**src/rtl/awaddr_wr_resp.sv**
```systemverilog
// AXI4-Lite write responder: collects AW and W independently, then either
// updates the control register, pushes one word into the write FIFO, or answers SLVERR.
module awaddr_wr_resp #(
    parameter int                ADDR_W     = 32,
    parameter int                DATA_W     = 32,
    parameter logic [ADDR_W-1:0] CTRL_ADDR  = 32'h0000_0000,
    parameter logic [ADDR_W-1:0] WFIFO_ADDR = 32'h0000_0010
) (
    input  logic                ACLK,
    input  logic                ARESETn,
    input  logic [ADDR_W-1:0]   AWADDR,
    input  logic                AWVALID,
    output logic                AWREADY,
    input  logic [DATA_W-1:0]   WDATA,
    input  logic [DATA_W/8-1:0] WSTRB,
    input  logic                WVALID,
    output logic                WREADY,
    output logic [1:0]          BRESP,
    output logic                BVALID,
    input  logic                BREADY,
    input  logic                fifo_full,
    output logic                fifo_wr_en,
    output logic [DATA_W-1:0]   fifo_wr_data,
    output logic [DATA_W-1:0]   ctrl_reg,
    output logic                ctrl_wr_pulse
);

    localparam int STRB_W = DATA_W / 8;
    localparam logic [1:0] RESP_OKAY   = 2'b00;
    localparam logic [1:0] RESP_SLVERR = 2'b10;

    typedef enum logic [1:0] {
        S_IDLE,
        S_EXEC,
        S_RESP
    } state_t;

    state_t              state_q, state_d;
    logic                aw_held_q, aw_held_d;
    logic                w_held_q, w_held_d;
    logic [ADDR_W-1:0]   awaddr_q, awaddr_d;
    logic [DATA_W-1:0]   wdata_q, wdata_d;
    logic [STRB_W-1:0]   wstrb_q, wstrb_d;
    logic                awready_q, awready_d;
    logic                wready_q, wready_d;
    logic                bvalid_q, bvalid_d;
    logic [1:0]          bresp_q, bresp_d;
    logic                fifo_wr_en_q, fifo_wr_en_d;
    logic [DATA_W-1:0]   fifo_wr_data_q, fifo_wr_data_d;
    logic [DATA_W-1:0]   ctrl_reg_q, ctrl_reg_d;
    logic                ctrl_wr_pulse_q, ctrl_wr_pulse_d;

    assign AWREADY       = awready_q;
    assign WREADY        = wready_q;
    assign BVALID        = bvalid_q;
    assign BRESP         = bresp_q;
    assign fifo_wr_en    = fifo_wr_en_q;
    assign fifo_wr_data  = fifo_wr_data_q;
    assign ctrl_reg      = ctrl_reg_q;
    assign ctrl_wr_pulse = ctrl_wr_pulse_q;

    always_ff @(posedge ACLK or negedge ARESETn) begin
        if (!ARESETn) begin
            state_q         <= S_IDLE;
            aw_held_q       <= 1'b0;
            w_held_q        <= 1'b0;
            awaddr_q        <= '0;
            wdata_q         <= '0;
            wstrb_q         <= '0;
            awready_q       <= 1'b0;
            wready_q        <= 1'b0;
            bvalid_q        <= 1'b0;
            bresp_q         <= RESP_OKAY;
            fifo_wr_en_q    <= 1'b0;
            fifo_wr_data_q  <= '0;
            ctrl_reg_q      <= '0;
            ctrl_wr_pulse_q <= 1'b0;
        end else begin
            state_q         <= state_d;
            aw_held_q       <= aw_held_d;
            w_held_q        <= w_held_d;
            awaddr_q        <= awaddr_d;
            wdata_q         <= wdata_d;
            wstrb_q         <= wstrb_d;
            awready_q       <= awready_d;
            wready_q        <= wready_d;
            bvalid_q        <= bvalid_d;
            bresp_q         <= bresp_d;
            fifo_wr_en_q    <= fifo_wr_en_d;
            fifo_wr_data_q  <= fifo_wr_data_d;
            ctrl_reg_q      <= ctrl_reg_d;
            ctrl_wr_pulse_q <= ctrl_wr_pulse_d;
        end
    end

    always_comb begin
        state_d         = state_q;
        aw_held_d       = aw_held_q;
        w_held_d        = w_held_q;
        awaddr_d        = awaddr_q;
        wdata_d         = wdata_q;
        wstrb_d         = wstrb_q;
        bvalid_d        = bvalid_q;
        bresp_d         = bresp_q;
        fifo_wr_en_d    = 1'b0;
        fifo_wr_data_d  = fifo_wr_data_q;
        ctrl_reg_d      = ctrl_reg_q;
        ctrl_wr_pulse_d = 1'b0;

        unique case (state_q)
            S_IDLE: begin
                if (AWVALID && awready_q) begin
                    awaddr_d  = AWADDR;
                    aw_held_d = 1'b1;
                end
                if (WVALID && wready_q) begin
                    wdata_d  = WDATA;
                    wstrb_d  = WSTRB;
                    w_held_d = 1'b1;
                end
                if (aw_held_q && w_held_q) begin
                    state_d = S_EXEC;
                end
            end

            S_EXEC: begin
                if (awaddr_q == CTRL_ADDR) begin
                    for (int unsigned i = 0; i < STRB_W; i++) begin
                        if (wstrb_q[i]) begin
                            ctrl_reg_d[i*8 +: 8] = wdata_q[i*8 +: 8];
                        end
                    end
                    ctrl_wr_pulse_d = 1'b1;
                    bresp_d         = RESP_OKAY;
                    bvalid_d        = 1'b1;
                    state_d         = S_RESP;
                end else if (awaddr_q == WFIFO_ADDR && wstrb_q == '1) begin
                    // A full FIFO stalls the whole channel here until space appears
                    if (!fifo_full) begin
                        fifo_wr_en_d   = 1'b1;
                        fifo_wr_data_d = wdata_q;
                        bresp_d        = RESP_OKAY;
                        bvalid_d       = 1'b1;
                        state_d        = S_RESP;
                    end
                end else begin
                    bresp_d  = RESP_SLVERR;
                    bvalid_d = 1'b1;
                    state_d  = S_RESP;
                end
            end

            S_RESP: begin
                if (BREADY) begin
                    bvalid_d  = 1'b0;
                    aw_held_d = 1'b0;
                    w_held_d  = 1'b0;
                    state_d   = S_IDLE;
                end
            end

            default: begin
                state_d = S_IDLE;
            end
        endcase

        // Ready flags are registered copies of the next-state decode
        awready_d = (state_d == S_IDLE) && !aw_held_d;
        wready_d  = (state_d == S_IDLE) && !w_held_d;
    end

endmodule

```
**config.mk**
```make
export PLATFORM = sky130hd
export DESIGN_NAME = awaddr_wr_resp
export DESIGN_NICKNAME = d
export VERILOG_FILES = /design/src/rtl/awaddr_wr_resp.sv
export SDC_FILE = /design/constraint.sdc
export NUM_CORES = 1
export LEC_CHECK = 0
export BUFFER_PORTS_ARGS = -buffer_cell sky130_fd_sc_hd__clkbuf_2
export CELL_PAD_IN_SITES_DETAIL_PLACEMENT = 1
export CELL_PAD_IN_SITES_GLOBAL_PLACEMENT = 1
export CORE_MARGIN = 4
export CORE_UTILIZATION = 45
export CTS_BUF_LIST = sky130_fd_sc_hd__clkbuf_4 sky130_fd_sc_hd__clkbuf_8
export DETAILED_ROUTE_END_ITERATION = 12
export PLACE_DENSITY_LB_ADDON = 0.1
export SLEW_MARGIN = 20
export SYNTH_ARGS = -nofsm -noshare
export SYNTH_HDL_FRONTEND = slang
export SYNTH_SLANG_ARGS = --single-unit
```
**constraint.sdc**
```tcl
create_clock -name ACLK -period 3.12 [get_ports ACLK]
set_input_delay 0.624 -clock ACLK [delete_from_list [all_inputs] [get_ports ACLK]]
set_output_delay 0.624 -clock ACLK [all_outputs]
set_load 0.02 [all_outputs]
```
==> results of run 1 <==
layer usage:
metal / part of all wire [%] / up-vias / track usage (%)
li1: - / 1537 / -
met1: 44 / 1716 / 22.63
met2: 47 / 93 / 27.91
met3: 6.8 / 14 / 6.743
met4: 1.5 / 0 / 6.300
met5: 0 / - / 0
how the worst max path moves through the flow:
stage / slack [ps] / startpoint / end / cells after the start
after detailed placement: 670 / awaddr_q[22] / fifo_wr_data[19] / 6
after floorplan: 1360 / state_q[1] / ctrl_reg[0] / 5
after global placement: 790 / awaddr_q[22] / fifo_wr_data[1] / 6
after global routing: 630 / awaddr_q[22] / fifo_wr_data[0] / 6
final: 710 / awaddr_q[22] / fifo_wr_data[15] / 6
after CTS: 660 / awaddr_q[22] / fifo_wr_data[15] / 6
final cells by class:
class | count | area [um2]
multi-input combinational | 186 | 1902
clock inverter | 3 | 15.01
sequential | 142 | 3553
inverter | 4 | 15.01
timing repair buffer | 148 | 784.5
tap | 168 | 210.2
fill | 1240 | 5284
clock buffer | 23 | 297.8
cells in the final DEF, fill, tap and decap left out, types with 2 or more instances in the layout:
master,synthesis,final
a21oi_1,2,2
nor2_1,4,4
buf_12,0,2
nand2_1,5,5
clkbuf_2,0,142
o21a_1,2,2
nand3_1,3,3
nand4_1,2,2
nor4_1,10,10
clkinv_2,0,3
clkbuf_4,0,3
buf_4,3,3
dfrtp_1,142,142
mux2_1,9,9
clkbuf_8,0,20
mux2_2,123,123
nand4_4,4,4
ha_1,4,4
inv_1,4,4
critical path, delay by kind of cell, from the launching register on:
family	cells	cell delay (ps)
DFF	1	380
buffers and inverters	1	230
and+or+nand+nor	4	1350
muxes	1	350
through the flow:
step	utilization, %	power, W	hold WS [ps]
2_1_floorplan	-	0.003381	328.4
3_3_place_gp	53.60	0.003649	473.9
3_5_place_dp	53.60	0.003733	483.1
4_1_cts	56.19	0.004960	204.0
5_1_grt	56.19	0.005206	232.4
6_report	56.19	0.004882	201.3
power groups by stage:
stage / Combinational (W) / Clock [W] / Sequential [W]
2_1_floorplan: 0.000761 / 0 / 0.00262
3_3_place_gp: 0.000981 / 0 / 0.00267
3_5_place_dp: 0.00103 / 0 / 0.00271
4_1_cts: 0.00103 / 0.00126 / 0.00267
5_1_grt: 0.00112 / 0.00135 / 0.00274
6_report: 0.00100 / 0.00121 / 0.00266
cells by family (layout without fill, tap and decap cells):
family | count (synthesis) | count (layout) | synth area share (%)
compound gates | 11 | 11 | 1.461
fa+ha+maj | 4 | 4 | 0.8991
buf+inv | 19 | 178 | 2.045
flops | 142 | 142 | 63.83
mux | 132 | 132 | 26.70
other cells | 1 | 1 | 0.06737
simple gates | 38 | 38 | 4.990
==> impl_metrics.yaml, run 1 <==
clock_network:
  cts_made_buffers: 17
  cts_sinks: 142
  htree_levels: 4
  clk_pin_slew_ps: 70
  post_cts_buffers: 0
  cts_root_buf: "clkbuf_8"
  cts_resized: 0
  clkLatencyLatePin_ps: 430
  cts_tree: "done"
  postCtsHoldBufs: 0
  cts_max_path_buffers: 2
route:
  viasPerCell: 4.985
  dr.pass1.iters: 4
  wl_per_cell_um: 17.40
  routed-via-count: 3360
  drcViolationCount: 0
  drtAntennaViolNets: 0
  drt-total-wl_mm: 11.73
  first_iter_violations: 101
sta:
  worstMarginPinSlew_ps: 989.4
  final.setup_skew_ps: 7.852
  slew_violations: 0
  fin_setup_tns_ps: 0
  fin_crit_sh_pct: 77.28
  hold_viol: 0
  clock.fmax_mhz: 414.7
  rsz0062_at_grt: "false"
  min_period_ps: 2411
  worst_slack_ps: 708.7
  slew_headroom_pct: 34.04
  finalSetupViolCount: 0
power:
  power_switching_w: 0.001360
  combPwrFrac_pct: 20.6
  p_leak_nw: 3.458
  sequentialPowerShare_pct: 54.6
  peakVddDrop_mv: 0.3189
  p_int_w: 0.003521
  p_sw_share_pct: 27.87
  powerDensity_nw_per_um2: 720.3
  clock_power_share_pct: 24.9
grt:
  grt_max_degree: 74
  grt-ovfl-total: 0
  grt_pass1_wl_mm: 19.67
  grt_pass1_vias: 3819
  gr-usage-all-layers_pct: 17.79
  grt_antenna_before_repair: 0
hold_path:
  hold_class: "input port to async pin"
worst_setup_path:
  cp-start-kind: "register"
  worstReg2RegEnd: "fifo_wr_data[15]"
  slowest_delay_ps: 510
  slowest_stage: "and4b_2"
  ff2ff_path_depth: 6
  cp-end-kind: "register"
  crit_fanout: 21
  path_cells: "nor4_1 -> nand4_1 -> nor2_1 -> and4b_2 -> buf_12 -> mux2_2"
  timing.rr.start: "awaddr_q[22]"
  arrival_ps: 2730
  reg2reg_slack_ps: 710
  required_ps: 3440
  critPathKind: "register to register"
logic_synthesis:
  synth_edf_count: 0
  synth-async-reset-ratio_pct: 100.0
  synth_top_cell_by_area: "dfrtp_1"
  seq_area_frac_synth_pct: 63.83
  synth_top_area_share_pct: 63.83
  syn-num-nets: 425
  synth_ff_type: "dfrtp_1"
  syn_inst: 347
  synth_area_leaders: "dfrtp_1 (64%), mux2_2 (25%), mux2_1 (1.8%), nand4_4 (1.5%), nor4_1 (1.1%)"
  netlist-cell-type-count: 35
  syn-cell-area_um2: 5567
  synth.most_common_cell: "dfrtp_1"
  yosys_warnings: 0
  synth_top_cells_by_count: "dfrtp_1 (142), mux2_2 (123), nor4_1 (10)"
  synth.avg_cell_area_um2: 16.04
  ys_ff_latch: 142
place:
  post-place-ws_ps: 668.0
  placed_cell_area_um2: 6465
  port_buffers: 143
  placedCellCount: 648
  hpwl_mm: 8.457
  place_congestion: 0.7642
final_layout:
  finalInstanceArea_um2: 6778
  area_growth_syn_to_layout_pct: 21.76
  antennaDiodeCount: 0
  nets: 577
  final_cells: 674
  drive_gt1_share_pct: 60.28
floorplan:
  core_area_um2: 12060
  initial_core_util_pct: 46.15
  die_y_um: 119.2
  fp-row-count: 40
  ios: 145
  die_area_um2: 14210
  die_w_um: 119.2
outcome:
  status: "completed"
job:
  maxCapViolations: 0
Note: power is estimated with default switching activity, not from simulation.
==> run 2, diff against run 1 <==
- CORE_UTILIZATION: 45 -> 40
- clock period: 3.12 -> 2.1 ns (I/O delays scaled with it)
==> impl_metrics.yaml, run 2 (same netlist as run 1, synthesis figures left out) <==
worst_setup_path:
  slowest_delay_ps: 400
  required_ps: 2420
  cp-end-kind: "register"
  cp-start-kind: "register"
  path_delay_family: "simple AND/OR/NAND/NOR gates"
  worst-path-buf-inv: 1
  arrival_ps: 2300
  path_cells: "nor4_1 -> nand4_1 -> nor2_2 -> and4b_2 -> buf_12 -> mux2_2"
  critPathKind: "register to register"
  slowest_stage: "dfrtp_1"
  crit_fanout: 21
final_layout:
  area_growth_syn_to_layout_pct: 28.21
  nets: 585
  layout_common_cells: "dfrtp_1 (142), clkbuf_2 (142), mux2_2 (123)"
  antennaDiodeCount: 0
  drive_gt1_share_pct: 62.50
  fill_cells: 1386
  final_cells: 696
clock_network:
  cts_made_buffers: 17
  clk_pin_slew_ps: 70
  cts_root_buf: "clkbuf_8"
  cts_sinks: 142
  cts_max_path_buffers: 2
  post_cts_buffers: 0
  cts_tree: "done"
  clkLatencyLatePin_ps: 430
  htree_levels: 4
hold_path:
  hold_class: "input port to register"
grt:
  grt_antenna_before_repair: 0
  grt_max_degree: 56
  grt-ovfl-total: 0
  gr-usage-all-layers_pct: 16.53
  grt_pass1_vias: 3949
  grt_pass1_wl_mm: 20.48
route:
  drcViolationCount: 0
  first_iter_violations: 117
  wl_per_cell_um: 18.16
  drt-total-wl_mm: 12.64
  viasPerCell: 4.927
  dr.pass1.iters: 4
  drtAntennaViolNets: 0
  routed-via-count: 3429
floorplan:
  initial_core_util_pct: 41.38
  fp-row-count: 42
  core_area_um2: 13450
  die_w_um: 126.0
  ios: 145
  die_area_um2: 15870
  die_y_um: 126.0
sta:
  final.setup_skew_ps: 8.107
  fin_setup_tns_ps: 0
  finalSetupViolCount: 0
  hold_slack_ps: 193.4
  slew_violations: 0
  fin_crit_sh_pct: 94.43
  hold_viol: 0
  worst_slack_ps: 117.1
  clock.fmax_mhz: 504.3
  min_period_ps: 1983
  slew_headroom_pct: 64.76
  worstMarginPinSlew_ps: 528.6
power:
  power.total_w: 0.008340
  peakVddDrop_mv: 0.5194
  p_leak_nw: 3.601
  powerDensity_nw_per_um2: 1169
place:
  port_buffers: 143
  placedCellCount: 663
  post-place-ws_ps: 3.965
  hpwl_mm: 8.946
  place_congestion: 0.7714
outcome:
  status: "completed"
job:
  maxCapViolations: 0
-- run 2: final cells by class --
type | count | area (um2) | area share, %
Tap cell | 176 | 220.2 | 3.086
Clock buffer | 21 | 289.0 | 4.050
Clock inverter | 11 | 232.7 | 3.261
Timing Repair Buffer | 156 | 884.6 | 12.39
Sequential cell | 142 | 3553 | 49.79
Inverter | 4 | 15.01 | 0.2104
Multi-Input combinational cell | 186 | 1942 | 27.21
-- run 2: worst reg2reg max path: cells and delay by family (launching register included) --
kind,cells,cell delay [ps]
buf+inv,1,190
flops,1,400
mux,1,370
simple gates,4,920
-- run 2: final timing paths --
check | from | end | slack, ps | depth (start not counted)
worst max-delay path | awaddr_q[18] | fifo_wr_data[18] | 120 | 6
worst min-delay path | fifo_full | fifo_wr_en | 190 | 2
worst max register to register | awaddr_q[18] | fifo_wr_data[18] | 120 | 6
worst min register to register | awaddr_q[4] | ctrl_wr_pulse | 480 | 1
max in group asynchronous | ARESETn | awaddr_q[2] | 970 | 3
min in group asynchronous | ARESETn | wdata_q[2] | 510 | 2
-- run 2: timing repair --
| item | in CTS | in global routing |
|---|---|---|
| hold buffers | 1 | 0 |
| gates resized for setup | 1 | 6 |
| hold endpoints to repair | 49 | 0 |
| endpoints found under the setup margin | 4 | 42 |
-- run 2: power by group --
| group | leakage (nW) | internal, W | switching, W |
|---|---|---|---|
| logic | 1.50 | 0.000901 | 0.000671 |
| registers | 1.84 | 0.00347 | 0.000539 |
| clock network | 0.262 | 0.00178 | 0.000979 |
-- run 2: through the flow --
step / area (um2) / utilization (%)
finish: 7137 / 53.05
CTS: 7103 / 52.80
global placement: 6565 / 48.80
detailed placement: 6565 / 48.80
global route: 7137 / 53.05
floorplan: 5567 / -
-- run 2: routing by layer --
metal,vias up,wire [um],track usage [%],part of all wire (%)
met2,89,6458,27.67,51
met5,-,0,0,0
met3,14,677,5.123,5.4
li1,1561,-,-,-
met1,1765,5308,20.39,42
met4,0,192,5.678,1.5
==> run 3, diff against run 2 <==
- PLACE_DENSITY: unset -> 0.83
- PLACE_DENSITY_LB_ADDON: 0.1 -> unset
==> impl_metrics.yaml, run 3 (same netlist as run 1, synthesis figures left out) <==
power:
  p_leak_nw: 3.574
  peakVddDrop_mv: 0.4607
  powerDensity_nw_per_um2: 1108
  power.total_w: 0.007889
hold_path:
  holdPathStages: 2
  worstHoldEndpoint: "fifo_wr_en"
  hold_class: "input port to register"
  hold_start: "fifo_full"
sta:
  finalSetupViolCount: 0
  min_period_ps: 2052
  hold_slack_ps: 190.8
  fin_crit_sh_pct: 97.70
  final.setup_skew_ps: 11.40
  slew_violations: 0
  hold_viol: 0
  slew_headroom_pct: 62.05
  clock.fmax_mhz: 487.4
  fin_setup_tns_ps: 0
  worstMarginPinSlew_ps: 569.2
grt:
  grt-ovfl-total: 0
  grt_antenna_before_repair: 0
  grt_pass1_vias: 4110
  gr-usage-all-layers_pct: 17.52
  grt_pass1_wl_mm: 21.67
  grt_max_degree: 62
route:
  drt-total-wl_mm: 13.16
  routed-via-count: 3460
  viasPerCell: 4.936
  wl_per_cell_um: 18.77
  first_iter_violations: 87
  drcViolationCount: 0
  dr.pass1.iters: 4
  drtAntennaViolNets: 0
clock_network:
  cts_root_buf: "clkbuf_8"
  cts_sinks: 142
  cts_max_path_buffers: 2
  cts_tree: "done"
  clkLatencyLatePin_ps: 440
  htree_levels: 4
  cts_made_buffers: 17
  clk_pin_slew_ps: 70
worst_setup_path:
  path_delay_family: "simple AND/OR/NAND/NOR gates"
  path_cells: "nor4_2 -> nand4_1 -> nor2_2 -> and4b_2 -> buf_12 -> buf_12 -> mux2_2"
  crit_path_start: "awaddr_q[13]"
  timing.rr.start: "awaddr_q[13]"
  slowest_stage: "dfrtp_1"
  critPathKind: "register to register"
  ff2ff_path_depth: 7
  required_ps: 2420
  reg2reg_slack_ps: 50
  arrival_ps: 2370
  cp-end-kind: "register"
  cp-start-kind: "register"
  worst-path-buf-inv: 2
  crit_fanout: 12
  worstReg2RegEnd: "fifo_wr_data[18]"
  critPathMostFrequentCell: "buf_12"
  slowest_delay_ps: 400
final_layout:
  nets: 590
  seq_area_um2: 3553
  layout_common_cells: "dfrtp_1 (142), clkbuf_2 (142), mux2_2 (123)"
  area_growth_syn_to_layout_pct: 27.89
  multiInputGateArea_um2: 1986
  drive_gt1_share_pct: 63.62
  fill_cells: 1362
  antennaDiodeCount: 0
  finalInstanceArea_um2: 7119
  finish.utilization_pct: 52.92
floorplan:
  ios: 145
  fp-row-count: 42
  die_area_um2: 15870
  initial_core_util_pct: 41.38
  core_area_um2: 13450
  die_y_um: 126.0
  die_w_um: 126.0
outcome:
  status: "completed"
place:
  hpwl_mm: 9.272
  place_congestion: 0.7447
  port_buffers: 143
  placed_cell_area_um2: 6580
job:
  maxCapViolations: 0
==> run 3: cell count changes in the layout (fill, tap and decap cells not counted), moves of 2 or more <==
cell	change
buf_12	+2
buf_4	+3
bufinv_16	-5
clkinv_2	+2
clkinvlp_4	+3
mux2_1	-3
mux2_4	+3
nor4_2	-3
nor4_4	+3
==> run 3: worst max path at each step <==
| stage | endpoint | slack [ps] | cells after the start |
|---|---|---|---|
| finish | fifo_wr_data[18] | 50 | 7 |
| global route | fifo_wr_data[5] | -20 | 7 |
| CTS | fifo_wr_data[0] | -10 | 7 |
| detailed placement | fifo_wr_data[0] | -30 | 7 |
| global placement | fifo_wr_data[1] | -6 | 7 |
| floorplan | ctrl_reg[0] | 340 | 5 |
==> run 3: layout make-up <==
type / count / area share, %
Clock buffer: 21 / 3.972
Clock inverter: 11 / 1.617
Inverter: 4 / 0.2109
Multi-Input combinational cell: 186 / 27.89
Sequential cell: 142 / 49.91
Tap cell: 176 / 3.093
Timing Repair Buffer: 161 / 13.30
==> run 3: worst reg2reg max path, stage by stage, from the launching register on <==
cell and delay [ps]:
dfrtp_1 400, nor4_2 320, nand4_1 200, nor2_2 150, and4b_2 280, buf_12 120, buf_12 130, mux2_2 340
==> run 3: power breakdown <==
part / internal (W) / switching [W] / leakage, nW
combinational: 0.000945 / 0.000720 / 1.54
sequential: 0.00347 / 0.000598 / 1.84
clock: 0.00115 / 0.00100 / 0.197
==> run 3: per-stage QoR <==
stage / setup slack [ps] / std cells
finish: 48.38 / 701
global route: -24.04 / 701
CTS: -11.14 / 701
detailed placement: -33.42 / 665
global placement: -6.378 / 665
floorplan: 344.1 / 347
==> run 3: metal layers <==
layer	global-route usage (%)	part of all wire (%)	wire length (um)
met4	7.634	2.5	333
met1	20.16	40	5320
met2	30.14	51	6744
met3	5.461	5.8	760
met5	0	0	0
==> run 3: timing repair <==
item	4_1_cts	5_1_grt
endpoints found under the hold margin	57	0
gates cloned	1	0
buffers inserted	3	1
hold buffers	1	0
setup endpoints to repair	48	61
resized for setup	6	9
pin swaps	1	6
